## config.mk

```make
export PLATFORM = sky130hd
export DESIGN_NAME = marker_corner_finder_flat
export DESIGN_NICKNAME = d
export VERILOG_FILES = /design/src/rtl/marker_corner_finder_if.sv /design/src/rtl/marker_corner_finder.sv /design/src/flat_wrapper.sv
export SDC_FILE = /design/constraint.sdc
export NUM_CORES = 1
export LEC_CHECK = 0
export CORE_MARGIN = 2
export CORE_UTILIZATION = 53
export DETAILED_ROUTE_END_ITERATION = 12
export PLACE_DENSITY = 0.75
export SYNTH_ARGS = -nofsm -noshare
export SYNTH_HDL_FRONTEND = slang
export SYNTH_SLANG_ARGS = --single-unit
export TNS_END_PERCENT = 50
```

## constraint.sdc

```tcl
create_clock -name i_clk -period 5.8 [get_ports i_clk]
set_input_delay 1.16 -clock i_clk [delete_from_list [all_inputs] [get_ports i_clk]]
set_output_delay 1.16 -clock i_clk [all_outputs]
set_load 0.01 [all_outputs]
```

## src/rtl/marker_corner_finder_if.sv

```systemverilog
// Pixel stream into the corner finder and the corner results it publishes.
interface marker_corner_finder_if;
    logic        i_frame_start;
    logic        i_valid;
    logic [31:0] i_data;
    logic        o_addr_valid;
    logic        o_lost;
    logic [19:0] o_ul_addr;
    logic [19:0] o_ur_addr;
    logic [19:0] o_dl_addr;
    logic [19:0] o_dr_addr;
    logic [19:0] o_pixel_count;

    // Camera side: drives pixels, observes results
    modport master (
        output i_frame_start, i_valid, i_data,
        input  o_addr_valid, o_lost, o_ul_addr, o_ur_addr, o_dl_addr, o_dr_addr, o_pixel_count
    );

    // Corner finder side
    modport slave (
        input  i_frame_start, i_valid, i_data,
        output o_addr_valid, o_lost, o_ul_addr, o_ur_addr, o_dl_addr, o_dr_addr, o_pixel_count
    );
endinterface

```

## src/rtl/marker_corner_finder.sv

```systemverilog
// Marker corner finder: thresholds each pixel of a frame, tracks the four
// extreme marker points and publishes them (or a lost flag) at end of frame.
module marker_corner_finder #(
    parameter int          WIDTH     = 800,
    parameter int          HEIGHT    = 600,
    parameter logic [9:0]  R_MIN     = 10'd600,
    parameter logic [9:0]  GB_MAX    = 10'd300,
    parameter int          MIN_COUNT = 16
) (
    input  logic                   i_clk,
    input  logic                   i_rst,
    input  logic                   i_enable,
    marker_corner_finder_if.slave  bus
);

    localparam logic [9:0]  COL_LAST  = 10'(WIDTH - 1);
    localparam logic [9:0]  ROW_LAST  = 10'(HEIGHT - 1);
    localparam logic [19:0] CNT_MIN   = 20'(MIN_COUNT);

    typedef enum logic [1:0] {IDLE, SCAN, DRAIN} state_t;

    state_t      state_q, state_d;
    logic [9:0]  col_q, row_q;
    logic [9:0]  cur_col, cur_row;
    logic        frame_req, start, abort, accept, last, publish;

    logic [9:0]  pix_r, pix_g, pix_b;
    logic        is_marker;
    logic        unused_pad;

    logic        s1_valid, s1_mk;
    logic [9:0]  s1_row, s1_col;
    logic [10:0] s1_s, s1_d;

    logic [19:0] acc_cnt;
    logic [19:0] ul_q, ur_q, dl_q, dr_q;
    logic [10:0] ul_s, dr_s, ur_d, dl_d;
    logic        count_ok;

    assign pix_r      = bus.i_data[29:20];
    assign pix_g      = bus.i_data[19:10];
    assign pix_b      = bus.i_data[9:0];
    assign unused_pad = ^bus.i_data[31:30];
    assign is_marker  = (pix_r >= R_MIN) && (pix_g <= GB_MAX) && (pix_b <= GB_MAX);
    assign count_ok   = (acc_cnt >= CNT_MIN);

    // State register
    always_ff @(posedge i_clk) begin
        if (i_rst) state_q <= IDLE;
        else       state_q <= state_d;
    end

    // Next-state logic
    always_comb begin
        state_d = state_q;
        unique case (state_q)
            IDLE: begin
                if (start) state_d = last ? DRAIN : SCAN;
            end
            SCAN: begin
                if (abort)     state_d = IDLE;
                else if (last) state_d = DRAIN;
            end
            DRAIN: begin
                if (publish) state_d = IDLE;
            end
            default: state_d = IDLE;
        endcase
    end

    // Control decode: pixel acceptance, frame start/abort, end of frame, publish.
    // Publish waits in DRAIN until the last pixel has left stage 1, so the
    // accumulators already include it when the outputs are loaded.
    always_comb begin
        frame_req = bus.i_valid && bus.i_frame_start && (state_q != DRAIN);
        start     = frame_req && i_enable;
        abort     = frame_req && !i_enable && (state_q == SCAN);
        accept    = start || ((state_q == SCAN) && bus.i_valid && !frame_req);
        cur_col   = start ? '0 : col_q;
        cur_row   = start ? '0 : row_q;
        last      = accept && (cur_col == COL_LAST) && (cur_row == ROW_LAST);
        publish   = (state_q == DRAIN) && !s1_valid;
    end

    // Raster position counters, advanced per accepted pixel
    always_ff @(posedge i_clk) begin
        if (i_rst) begin
            col_q <= '0;
            row_q <= '0;
        end else if (accept) begin
            if (cur_col == COL_LAST) begin
                col_q <= '0;
                row_q <= cur_row + 10'd1;
            end else begin
                col_q <= cur_col + 10'd1;
                row_q <= cur_row;
            end
        end
    end

    // Stage 1: classify pixel and form the diagonal keys
    always_ff @(posedge i_clk) begin
        if (i_rst) begin
            s1_valid <= 1'b0;
            s1_mk    <= 1'b0;
            s1_row   <= '0;
            s1_col   <= '0;
            s1_s     <= '0;
            s1_d     <= '0;
        end else begin
            s1_valid <= accept;
            if (accept) begin
                s1_mk  <= is_marker;
                s1_row <= cur_row;
                s1_col <= cur_col;
                s1_s   <= {1'b0, cur_row} + {1'b0, cur_col};
                s1_d   <= {1'b0, cur_col} + 11'd1023 - {1'b0, cur_row};
            end
        end
    end

    // Stage 2: extreme-point accumulators; a frame start clears them and
    // overrides any in-flight pixel from the abandoned frame
    always_ff @(posedge i_clk) begin
        if (i_rst || start) begin
            acc_cnt <= '0;
            ul_q    <= '0;
            ur_q    <= '0;
            dl_q    <= '0;
            dr_q    <= '0;
            ul_s    <= '0;
            dr_s    <= '0;
            ur_d    <= '0;
            dl_d    <= '0;
        end else if (s1_valid && s1_mk) begin
            if (acc_cnt != '1) acc_cnt <= acc_cnt + 20'd1;
            if (acc_cnt == '0) begin
                ul_q <= {s1_row, s1_col};
                ur_q <= {s1_row, s1_col};
                dl_q <= {s1_row, s1_col};
                dr_q <= {s1_row, s1_col};
                ul_s <= s1_s;
                dr_s <= s1_s;
                ur_d <= s1_d;
                dl_d <= s1_d;
            end else begin
                if (s1_s < ul_s) begin
                    ul_q <= {s1_row, s1_col};
                    ul_s <= s1_s;
                end
                if (s1_s > dr_s) begin
                    dr_q <= {s1_row, s1_col};
                    dr_s <= s1_s;
                end
                if (s1_d > ur_d) begin
                    ur_q <= {s1_row, s1_col};
                    ur_d <= s1_d;
                end
                if (s1_d < dl_d) begin
                    dl_q <= {s1_row, s1_col};
                    dl_d <= s1_d;
                end
            end
        end
    end

    // Output registers: one-cycle pulses, corners held between valid publishes
    always_ff @(posedge i_clk) begin
        if (i_rst) begin
            bus.o_addr_valid  <= 1'b0;
            bus.o_lost        <= 1'b0;
            bus.o_pixel_count <= '0;
            bus.o_ul_addr     <= '0;
            bus.o_ur_addr     <= '0;
            bus.o_dl_addr     <= '0;
            bus.o_dr_addr     <= '0;
        end else begin
            bus.o_addr_valid <= publish && count_ok;
            bus.o_lost       <= publish && !count_ok;
            if (publish) bus.o_pixel_count <= acc_cnt;
            if (publish && count_ok) begin
                bus.o_ul_addr <= ul_q;
                bus.o_ur_addr <= ur_q;
                bus.o_dl_addr <= dl_q;
                bus.o_dr_addr <= dr_q;
            end
        end
    end

endmodule

```

## src/flat_wrapper.sv

```systemverilog
// flat-port wrapper written by rule: the top's interface ports become plain ports
module marker_corner_finder_flat 
#(
    parameter int          WIDTH     = 800,
    parameter int          HEIGHT    = 600,
    parameter logic [9:0]  R_MIN     = 10'd600,
    parameter logic [9:0]  GB_MAX    = 10'd300,
    parameter int          MIN_COUNT = 16
)
  (i_clk, i_rst, i_enable, bus_i_frame_start, bus_i_valid, bus_i_data, bus_o_addr_valid, bus_o_lost, bus_o_ul_addr, bus_o_ur_addr, bus_o_dl_addr, bus_o_dr_addr, bus_o_pixel_count);
  marker_corner_finder_if bus_i ();
  input  logic i_clk;
  input  logic i_rst;
  input  logic i_enable;
  input wire logic [$bits(bus_i.i_frame_start)-1:0] bus_i_frame_start;
  input wire logic [$bits(bus_i.i_valid)-1:0] bus_i_valid;
  input wire logic [$bits(bus_i.i_data)-1:0] bus_i_data;
  output wire logic [$bits(bus_i.o_addr_valid)-1:0] bus_o_addr_valid;
  output wire logic [$bits(bus_i.o_lost)-1:0] bus_o_lost;
  output wire logic [$bits(bus_i.o_ul_addr)-1:0] bus_o_ul_addr;
  output wire logic [$bits(bus_i.o_ur_addr)-1:0] bus_o_ur_addr;
  output wire logic [$bits(bus_i.o_dl_addr)-1:0] bus_o_dl_addr;
  output wire logic [$bits(bus_i.o_dr_addr)-1:0] bus_o_dr_addr;
  output wire logic [$bits(bus_i.o_pixel_count)-1:0] bus_o_pixel_count;
  assign bus_i.i_frame_start = bus_i_frame_start;
  assign bus_i.i_valid = bus_i_valid;
  assign bus_i.i_data = bus_i_data;
  assign bus_o_addr_valid = bus_i.o_addr_valid;
  assign bus_o_lost = bus_i.o_lost;
  assign bus_o_ul_addr = bus_i.o_ul_addr;
  assign bus_o_ur_addr = bus_i.o_ur_addr;
  assign bus_o_dl_addr = bus_i.o_dl_addr;
  assign bus_o_dr_addr = bus_i.o_dr_addr;
  assign bus_o_pixel_count = bus_i.o_pixel_count;
  marker_corner_finder #(.WIDTH(WIDTH), .HEIGHT(HEIGHT), .R_MIN(R_MIN), .GB_MAX(GB_MAX), .MIN_COUNT(MIN_COUNT)) u_core (.i_clk(i_clk), .i_rst(i_rst), .i_enable(i_enable), .bus(bus_i));
endmodule
```

# Word-level counts from Yosys, hierarchy flattened
# Index checks and enable logic that the tools add are counted.
[classes]
eq_ne = 9
muxes = 26
order_cmp = 8
n_reduce_logical = 33
addsub = 6
[ops]
columns = ["operator", "count"]
rows = [
  ["$mux 20", 8],
  ["$mux 11", 8],
  ["$mux 10", 4],
  ["$gt 11x11->1", 2],
  ["$lt 11x11->1", 2],
  ["$add 10x1->10 const B", 2],
  ["$add 20x1->20 const B", 1],
  ["$eq 10x10->1 const B", 2],
  ["$ge 20x5->1 const B", 1],
  ["$le 10x9->1 const B", 2],
  ["$logic_not 20->1", 1],
  ["$ne 20x20->1 const B", 1],
  ["$logic_and 1x1->1", 15],
  ["$add 10x10->11", 1],
  ["$add 10x10->11 const B", 1],
  ["$sub 11x10->11", 1],
  ["$ge 10x10->1 const B", 1],
  ["$mux 2", 5],
  ["$reduce_and 2->1", 5],
  ["$reduce_bool 2->1", 4],
  ["$pmux 2 s3", 1],
  ["$logic_not 1->1", 4],
  ["$ne 2x1->1 const B", 2],
  ["$ne 3x1->1 const B", 1],
  ["6 further kinds", 7],
]
[word_totals]
out_inout_bits = 102
ff_bits = 312
wordCells = 107
input_bits = 37

# Longest topological paths before layout
[depth]
word_depth = 10
mapped_depth = 15
ltp_nobuf = 12

# Least setup slack after synthesis
# OpenSTA, ideal clock, no wires.
[synth_timing]
path_type = "input to register"
from = "input port bus_i_frame_start"
to = "register u_core.row_q[9]"
arrival_time_ps = 4006
path_stages = 15
path_slack_ps = 1667
path_buffers = 4
cell_sequence = "buf_4 > and3_1 > nand2_1 > clkbuf_1 > clkbuf_1 > nand2_1 > inv_1 > ha_1 > nand3_1 > nand4bb_1 > or4b_4 > buf_6 > nor4_4 > xnor2_1 > nor2_1"
[synth_via]
elab_chain_len = 6
[synth_lines]
columns = ["element", "line", "source"]
rows = [
  ["start: declaration", "flat_wrapper.sv:15", "input wire logic [$bits(bus_i.i_frame_start)-1:0] bus_i_frame_start;"],
  ["$logic_and 1x1->1 (2 in a row)", "marker_corner_finder.sv:75", "frame_req = bus.i_valid && bus.i_frame_start && (state_q != DRAIN);"],
  ["$logic_and 1x1->1", "marker_corner_finder.sv:76", "start = frame_req && i_enable;"],
  ["$mux 10", "marker_corner_finder.sv:79", "cur_col = start ? '0 : col_q;"],
  ["via u_core.cur_col[1]", "marker_corner_finder.sv:24", "logic [9:0] cur_col, cur_row;"],
  ["$eq 10x10->1", "marker_corner_finder.sv:91", "if (cur_col == COL_LAST) begin"],
  ["$mux 10", "marker_corner_finder.sv:91", ""],
  ["end signal: assignment", "marker_corner_finder.sv:93", "row_q <= cur_row + 10'd1;"],
  ["end signal: assignment", "marker_corner_finder.sv:96", "row_q <= cur_row;"],
  ["end: declaration", "marker_corner_finder.sv:23", "logic [9:0] col_q, row_q;"],
]
# The timed path passes the listed nets, and every way through them passes these cells.
# A chain may end at the register's enable or synchronous reset.

# Final worst setup path
[layout_timing]
from = "input port bus_i_frame_start"
to = "register u_core.row_q[8]"
# Same word-level chain as after synthesis.

==> out/metrics.json <==
{
  "clock_pin_slew_worst_setup_and_hold_paths": {"value": 0.06, "unit": "ns"},
  "fillCellCount": {"value": 2215},
  "place_congestion": {"value": 0.909},
  "clock_skew": {"value": 0.0182, "unit": "ns"},
  "timing_worst_slew_pin_value": {"value": 0.902, "unit": "ns"},
  "grt_antenna_before_repair": {"value": 0},
  "cpPeakStageDelay": {"value": 0.67, "unit": "ns"},
  "clock_sinks": {"value": 312},
  "antenna_cells": {"value": 0},
  "grt-ovfl-total": {"value": 0},
  "worstSetupStartpointType": {"value": "input pin"},
  "post_synth.cell_area_avg": {"value": 8.41, "unit": "um2"},
  "grt_use_total": {"value": 24.1, "unit": "%"},
  "place.detailed.instances": {"value": 2035},
  "hold_buffer_count_at_cts": {"value": 0},
  "required": {"value": 6.32, "unit": "ns"},
  "grt_start_max_net_pins": {"value": 81},
  "initialDrtViolationCount": {"value": 782},
  "number_of_nets_in_the_layout": {"value": 1836},
  "final.hold.worst_slack": {"value": 0.451, "unit": "ns"},
  "finish.cell_count_without_fillers": {"value": 2093},
  "fp.dieArea": {"value": 27400, "unit": "um2"},
  "min-delay-path-class": {"value": "reg -> reg"},
  "clock_latency": {"value": 0.58, "unit": "ns"},
  "ys_ff_latch": {"value": 312},
  "synth_flop_cell": {"value": "dfxtp_1"},
  "layout_common_cells": {"value": "400 x nand2_1, 312 x dfxtp_1, 164 x a21oi_1, 134 x nor2_1, 132 x clkdlybuf4s50_1"},
  "final_util": {"value": 63.9, "unit": "%"},
  "irDropWorstVdd": {"value": 0.256, "unit": "mV"},
  "remaining_drc_errors": {"value": 0},
  "syn-cell-area": {"value": 13800, "unit": "um2"},
  "num_io_pins": {"value": 139},
  "tritoncts_clock_tree": {"value": "yes"},
  "slew-limit-headroom": {"value": 39.9, "unit": "%"},
  "syn_nets": {"value": 1745},
  "timing.critical_path.buf_inv": {"value": 3},
  "worst_path_max_delay_cell": {"value": "nor2_1"},
  "regArea": {"value": 6250, "unit": "um2"},
  "ys_warn_count": {"value": 0},
  "path_class": {"value": "in -> reg"},
  "chipWidth": {"value": 165, "unit": "um"},
  "crit_path_cells": {"value": "clkdlybuf4s50_1, and3_1, nand2_1, buf_4, nand2_1, inv_1, ha_1, nand3_1, nand4bb_1, nor2_1, nand3_1, nor3_1, a31o_2"},
  "clock_tree.root_cell": {"value": "clkbuf_16"},
  "dpl_hpwl": {"value": 22.4, "unit": "mm"},
  "totalWireLength": {"value": 33.2, "unit": "mm"},
  "io_buffers": {"value": 133},
  "cts_resized": {"value": 0},
  "cts-htree-levels": {"value": 1},
  "post-cts-setup-buffers": {"value": 0},
  "floorplan.initialDensity": {"value": 53.5, "unit": "%"},
  "setup-violations-final": {"value": 0},
  "max_freq": {"value": 0.226, "unit": "GHz"},
  "die_h": {"value": 165, "unit": "um"},
  "dr_total_vias": {"value": 11469},
  "sum_of_negative_setup_slack": {"value": 0, "unit": "ns"},
  "slew_viol_final": {"value": 0},
  "cts_buffer_depth": {"value": 3},
  "multi_input_area": {"value": 6980, "unit": "um2"},
  "end_kind": {"value": "flip-flop"},
  "layout.cells.most_common": {"value": "nand2_1"},
  "rsz_0062_raised_after_global_routing": {"value": "false"},
  "cts-buffers-inserted": {"value": 31},
  "grt_pass1_vias": {"value": 10771},
  "floorplan.core_area": {"value": 25800, "unit": "um2"},
  "areaGrowthSynthToFinish": {"value": 19.6, "unit": "%"},
  "cellPowerDensity": {"value": 279, "unit": "nW/um2"},
  "fin_crit_sh": {"value": 76.2, "unit": "%"},
  "drt-wirelength-per-cell": {"value": 15.9, "unit": "um"},
  "syn_inst": {"value": 1642},
  "post_route_cells_drive_above_1_share": {"value": 5.12, "unit": "%"},
  "post_drt_via_cell_ratio": {"value": 5.48},
  "fp-row-count": {"value": 59},
  "run_status": {"value": "completed"},
  "number_of_maximum_capacitance_constraint_violations": {"value": 0},
  "cp.arrival": {"value": 4.95, "unit": "ns"},
  "worstPathMaxFanout": {"value": 21},
  "final_antenna_net_count": {"value": 0},
  "synth-edff-count": {"value": 0},
  "finalWorstPathRequiredPeriod": {"value": 4.42, "unit": "ns"},
  "synth_cell_type_count": {"value": 68},
  "static-leakage-power": {"value": 6.48, "unit": "nW"},
  "firstDrtPassIters": {"value": 5},
  "grt_pass1_wl": {"value": 53.8, "unit": "mm"},
  "async_reset_ff_share": {"value": 0, "unit": "%"},
  "timing.critical_path.max_delay_family": {"value": "simple AND/OR/NAND/NOR gates"},
  "timing_hold_violations_final": {"value": 0},
  "yosysSeqAreaShare": {"value": 45.2, "unit": "%"}
}
==> worst reg2reg max path, delay by kind of cell, from the launching register on <==
| family | cells | cell delay [ns] |
|---|---|---|
| compound gates | 1 | 0.20 |
| fa+ha+maj | 1 | 0.20 |
| buf+inv | 2 | 0.41 |
| flops | 1 | 0.48 |
| simple gates | 8 | 2.33 |
==> state kept, by name, indices dropped and copies added, names as in the netlist, 10 cells and up <==
register / flops
u_core.dr_s: 11
u_core.ul_s: 11
u_core.s1_s: 11
u_core.dr_q: 20
u_core.ur_q: 20
u_core.row_q: 10
u_core.ul_q: 20
u_core.bus.o_pixel_count: 20
u_core.bus.o_ul_addr: 20
u_core.s1_row: 10
u_core.bus.o_dl_addr: 20
u_core.s1_d: 11
u_core.col_q: 10
u_core.ur_d: 11
u_core.s1_col: 10
u_core.bus.o_ur_addr: 20
u_core.bus.o_dr_addr: 20
u_core.dl_q: 20
u_core.acc_cnt: 20
u_core.dl_d: 11
==> layout make-up <==
cell class	instances	area share [%]
multi-input combinational	1173	42.2
sequential	312	37.8
timing repair buffer	150	8.89
clock buffer	41	5.35
tap	335	2.54
clock inverter	17	1.73
inverter	65	1.48
==> worst paths after layout <==
kind                                         startpoint  slack, ns                 endpoint  cells past startpoint
worst max-delay path                  bus_i_frame_start       1.38          u_core.row_q[8]                     13
worst min-delay path            u_core.bus.o_dl_addr[7]       0.45  u_core.bus.o_dl_addr[7]                      2
worst max register to register        u_core.state_q[1]       2.14          u_core.row_q[8]                     12
worst min register to register  u_core.bus.o_dl_addr[7]       0.45  u_core.bus.o_dl_addr[7]                      2
==> stage by stage <==
stage	area (um2)	worst slack [ns]	total power, mW
finish	16500	1.38	4.61
global route	16500	1.23	4.75
CTS	16500	1.48	4.64
detailed placement	15400	0.924	2.41
global placement	15400	0.989	2.40
floorplan	13800	1.67	2.34
==> power by group <==
part           switching (mW)  internal [mW]
combinational           0.119         0.0764
clock                   0.866           1.39
sequential             0.0159           2.15
==> cells in the mapped netlist (4+ instances only) <==
master	instances	area, um2
a211o_1	7	61.3
a211oi_1	10	75.1
a21o_1	11	82.6
a21oi_1	164	821
and2_1	11	68.8
and3_1	8	50.1
and4_1	4	35.0
buf_1	4	15.0
buf_2	9	45.0
buf_4	5	37.5
clkbuf_1	73	274
dfxtp_1	312	6250
ha_1	65	813
inv_1	65	244
mux2i_1	126	1260
nand2_1	402	1510
nand2b_1	4	25.0
nand3_1	22	110
nand3b_1	5	37.5
nand4_1	19	119
nor2_1	135	507
nor2b_1	8	50.1
nor3_1	13	65.1
nor3b_1	4	30.0
nor4_1	12	75.1
o211ai_1	5	37.5
o21a_1	10	75.1
o21ai_0	30	150
o31ai_1	8	60.1
or3_1	8	50.1
xnor2_1	21	184
xor2_1	14	123
==> per-layer routing <==
| layer | GRT usage [%] | up-vias | routed length, um |
|---|---|---|---|
| li1 | - | 5724 | - |
| met2 | 41.1 | 276 | 15500 |
| met5 | 0 | - | 0 |
| met1 | 32.7 | 5421 | 15300 |
| met3 | 3.05 | 48 | 1810 |
| met4 | 5.72 | 0 | 600 |
==> cells by family (layout without fill, tap and decap cells) <==
kind of cell / Yosys count / in the layout / synth area share [%]
buffers and inverters: 157 / 273 / 4.54
AO/OA/AOI/OAI: 274 / 274 / 11.8
flip-flops: 312 / 312 / 45.2
XOR/XNOR: 35 / 35 / 2.22
AND/OR/NAND/NOR: 670 / 670 / 20.9
multiplexers: 127 / 127 / 9.21
adder cells (fa/ha/maj): 67 / 67 / 6.11
Note: power is estimated with default switching activity, not from simulation.
